<file path="config.mk">
export PLATFORM = sky130hd
export DESIGN_NAME = display_scan_controller
export DESIGN_NICKNAME = d
export VERILOG_FILES = /design/src/rtl/display_scan_controller.sv
export SDC_FILE = /design/constraint.sdc
export NUM_CORES = 1
export LEC_CHECK = 0
export CORE_MARGIN = 1.5
export CORE_UTILIZATION = 30
export DETAILED_ROUTE_END_ITERATION = 6
export PLACE_DENSITY_LB_ADDON = 0.15
export SLEW_MARGIN = 20
export SYNTH_ARGS = -nofsm -noshare
export SYNTH_HDL_FRONTEND = slang
export SYNTH_SLANG_ARGS = --single-unit
</file>
<file path="constraint.sdc">
create_clock -name clk -period 4 [get_ports clk]
set_input_delay 0.4 -clock clk [delete_from_list [all_inputs] [get_ports clk]]
set_output_delay 0.4 -clock clk [all_outputs]
set_load 0.01 [all_outputs]
</file>
<file path="src/rtl/display_scan_controller.sv">
// Time-multiplexed BCD scan controller for one shared seven-segment decoder.
// Optional build macro LEADING_ZERO_BLANK_EN blanks digits above the most significant nonzero digit.
module display_scan_controller #(
  parameter int N_DIGITS     = 4,
  parameter int REFRESH_DIV  = 50000,
  parameter int BLANK_CYCLES = 2
) (
  input  logic                  clk,
  input  logic                  rst,
  input  logic                  load_valid,
  output logic                  load_ready,
  input  logic [4*N_DIGITS-1:0] load_data,
  output logic [3:0]            digit_code,
  output logic [N_DIGITS-1:0]   digit_sel
);

  localparam int PW = $clog2(REFRESH_DIV);
  localparam int IW = $clog2(N_DIGITS);
  localparam logic [PW-1:0] PRE_LAST   = PW'(REFRESH_DIV - 1);
  localparam logic [PW-1:0] BLANK_LAST = PW'(BLANK_CYCLES - 1);
  localparam logic [IW-1:0] IDX_LAST   = IW'(N_DIGITS - 1);

  typedef enum logic {SCAN_BLANK, SCAN_ON} scan_state_e;

  scan_state_e           state, state_next;
  logic [PW-1:0]         prescaler, prescaler_next;
  logic [IW-1:0]         index, index_next;
  logic [4*N_DIGITS-1:0] display_reg, display_next;
  logic [4*N_DIGITS-1:0] pending_reg, pending_next;
  logic                  pending_full, pending_full_next;
  logic [3:0]            digit_code_next;
  logic [N_DIGITS-1:0]   digit_sel_next;
  logic                  slot_end, frame_end, shown;

  assign load_ready = !pending_full && !rst;

  // Outputs are computed from next-state values so the registered outputs line up
  // with the slot that the counters are entering.
  always_comb begin
    // NOTE: every variable gets a default first so no path leaves it unassigned (no latches).
    state_next        = state;
    prescaler_next    = prescaler + 1'b1;
    index_next        = index;
    display_next      = display_reg;
    pending_next      = pending_reg;
    pending_full_next = pending_full;
    digit_code_next   = 4'd0;
    digit_sel_next    = '1;
    shown             = 1'b1;

    slot_end  = (prescaler == PRE_LAST);
    frame_end = slot_end && (index == IDX_LAST);

    if (slot_end) begin
      prescaler_next = '0;
      state_next     = SCAN_BLANK;
      index_next     = (index == IDX_LAST) ? '0 : index + 1'b1;
    end else if (prescaler == BLANK_LAST) begin
      state_next = SCAN_ON;
    end

    // Commit uses the pending flag from before this edge, so a load landing on
    // the boundary waits a full frame.
    if (frame_end && pending_full) begin
      display_next      = pending_reg;
      pending_full_next = 1'b0;
    end

    if (load_valid && load_ready) begin
      pending_next      = load_data;
      pending_full_next = 1'b1;
    end

    for (int i = 0; i < N_DIGITS; i++)
      if (index_next == IW'(i)) digit_code_next = display_next[4*i +: 4];

`ifdef LEADING_ZERO_BLANK_EN
    shown = (index_next == '0);
    for (int i = 0; i < N_DIGITS; i++)
      if (display_next[4*i +: 4] != 4'd0 && IW'(i) >= index_next) shown = 1'b1;
`else
    shown = 1'b1;
`endif

    if (state_next == SCAN_ON && shown) digit_sel_next[index_next] = 1'b0;
  end

  always_ff @(posedge clk) begin
    // NOTE: sequential state uses non-blocking assignments so all registers update together.
    if (rst) begin
      state        <= SCAN_BLANK;
      prescaler    <= '0;
      index        <= '0;
      // NOTE: the frame registers are reset so that a reset discards any shown or pending frame.
      display_reg  <= '0;
      pending_reg  <= '0;
      pending_full <= 1'b0;
      digit_code   <= 4'd0;
      digit_sel    <= '1;
    end else begin
      state        <= state_next;
      prescaler    <= prescaler_next;
      index        <= index_next;
      display_reg  <= display_next;
      pending_reg  <= pending_next;
      pending_full <= pending_full_next;
      digit_code   <= digit_code_next;
      digit_sel    <= digit_sel_next;
    end
  end

endmodule

</file>
==> results.tsv <==
metric	value	unit
layout_common_cells	dfxtp_1, nand2_1, clkdlybuf4s50_1, nor2_1, a21oi_1	
die_w	97.4	um
syn_to_final_growth	20.2	%
wl_per_cell	13.6	um
total_power	1.24	mW
drtPass1Iterations	4	
drt_iter0_drc	108	
slew_headroom	0.384	
drv_slew	0	
utilization	0.370	
syn_nets	335	
maxCapViolations	0	
worstSkewPairLatency	0.35	ns
path_clk_slew	0.08	ns
postCtsSetupBuffers	0	
finalWirelength	6.12	mm
worst_pin_slew	0.924	ns
crit_path_cell_trace	ha_1, and3_1, nand4_4, nor3_2, a211oi_1, a22oi_1, o211ai_1	
tns	0	ns
worst_r2r_path_depth	7	
clock_sinks	60	
cts_buffer_depth	2	
rows	34	
dieHeight	97.4	um
ff2ff_setup_slack	1.55	ns
synth_seq_cells	60	
root_buffer	clkbuf_8	
path_max_fanout	13	
grt_overflow	0	
cts_tree	built	
r2r_end	digit_code[3]	
rsz0062_at_grt	no	
cp_data_arrival_time	2.67	ns
grt_use_total	0.139	
io_pins	28	
yosysTopAreaCell	dfxtp_1	
path_buf_inv	0	
reg2reg_from	prescaler[0]	
hp-class	reg2reg	
cts-htree-levels	3	
syn_area_per_cell	8.54	sq um
end_kind	flip-flop	
grt_pass1_wl	10.5	mm
worstPathRequired	4.23	ns
core_area	8680	sq um
fin_crit	2.45	ns
yosysTopAreaCellShare	0.449	
antenna_found_initial	0	
hpwl	4.26	mm
fin_nets	358	
ctsResizeCount	0	
synthTopCellsByArea	dfxtp_1, nand2_1, a21oi_1, nand2b_1, nor2_1	
diodes	0	
p_per_area	387	nW/um^2
layout_commonest_cell	dfxtp_1	
hold_buffers	0	
drc	0	
drive_gt1_frac	0.0850	
synth_warnings	0	
cp_top_family	simple AND/OR/NAND/NOR gates	
cpPeakStageDelay	0.73	ns
cts_buffers	9	
io_buffers	27	
holdPathEnd	display_reg[9]	
critPathLaunchType	flip-flop	
die_area	9490	sq um
initial_core_util	0.308	
synthDistinctLibCells	45	
final.setup_skew	0.0129	ns
gp_congestion	0.791	
crit_start	prescaler[0]	
num_vias	2187	
synthesis.area	2670	sq um
hold_depth	2	
peakVddDrop	0.132	mV
setup_viol	0	
min_period_over_period	0.611	
synthesis.instances	313	
cpMaxStageDelayCell	nor3_2	
grt_max_degree	33	
fmax	409	MHz
criticalPathCategory	reg2reg	
seq_area_frac_synth	0.449	
hp-start	display_reg[9]	
grt_pass1_vias	2122	
vias_per_cell	4.87	
drtAntennaViolNets	0	
hold_violations	0	
status	finished clean	
p_leak	1.09	nW
[layer usage]
metal,wire (um),share of wire,GRT usage,vias to the layer above
li1,-,-,-,1130
met1,3180,0.52,0.191,998
met2,2540,0.41,0.204,49
met3,300,0.049,0.0388,10
met4,106,0.017,0.0593,0
met5,0,0,0,-
[power breakdown]
part           internal, mW  total [mW]  switching (mW)
Sequential            0.614       0.627          0.0137
Clock                 0.290       0.551           0.261
Combinational        0.0343      0.0655          0.0311
[worst max path at each step]
stage | end | slack (ns) | depth (start not counted)
global route | digit_code[3] | 1.29 | 7
floorplan | digit_sel[3] | 2.03 | 8
finish | digit_code[3] | 1.55 | 7
global placement | pending_reg[11] | 1.50 | 4
CTS | digit_code[3] | 1.53 | 7
detailed placement | pending_reg[10] | 1.51 | 4
[cells in the mapped netlist (all sizes together)]
cell type,count
a211oi,8
a21boi,1
a21o,1
a21oi,21
a221oi,2
a22oi,3
a41o,1
a41oi,1
and2,5
and3,3
and4,2
buf,7
clkbuf,10
dfxtp,60
ha,3
inv,8
mux2,1
mux2i,6
nand2,59
nand2b,14
nand3,11
nand4,4
nor2,23
nor2b,1
nor3,5
nor4,6
nor4b,1
o211ai,3
o21ai,15
o21bai,3
o221ai,2
o22ai,1
o31ai,3
or2,1
or3b,1
or4,3
xnor2,7
xor2,7
[tightest hold or removal path, stage by stage (launching register included)]
cell     delay, ns
dfxtp_1       0.31
nand2_1       0.05
a21oi_1       0.05
[final cells by class]
class,instances,area [sq um]
clock inverter,7,76.3
clock buffer,9,124
tap,108,135
multi-input combinational,228,1360
sequential,60,1200
timing repair buffer,29,285
inverter,8,30.0
fill,935,5460
[through the flow]
step / hold WS, ns / area, sq um / setup WS [ns] / instances
2_1_floorplan: 0.432 / 2670 / 2.03 / 313
3_3_place_gp: 0.438 / 3010 / 1.50 / 433
3_5_place_dp: 0.443 / 3010 / 1.51 / 433
4_1_cts: 0.456 / 3210 / 1.53 / 449
5_1_grt: 0.473 / 3210 / 1.29 / 449
6_report: 0.455 / 3210 / 1.55 / 449
[kinds of logic (layout without fill, tap and decap cells)]
group	after synthesis	count (layout)	synth area share
AO/OA/AOI/OAI	65	65	0.157
adder cells (fa/ha/maj)	3	3	0.0140
XOR/XNOR	14	14	0.0459
buffers and inverters	25	53	0.0412
flip-flops	60	60	0.449
multiplexers	7	7	0.0267
AND/OR/NAND/NOR	139	139	0.266
Power figures use the tool's default switching activity.
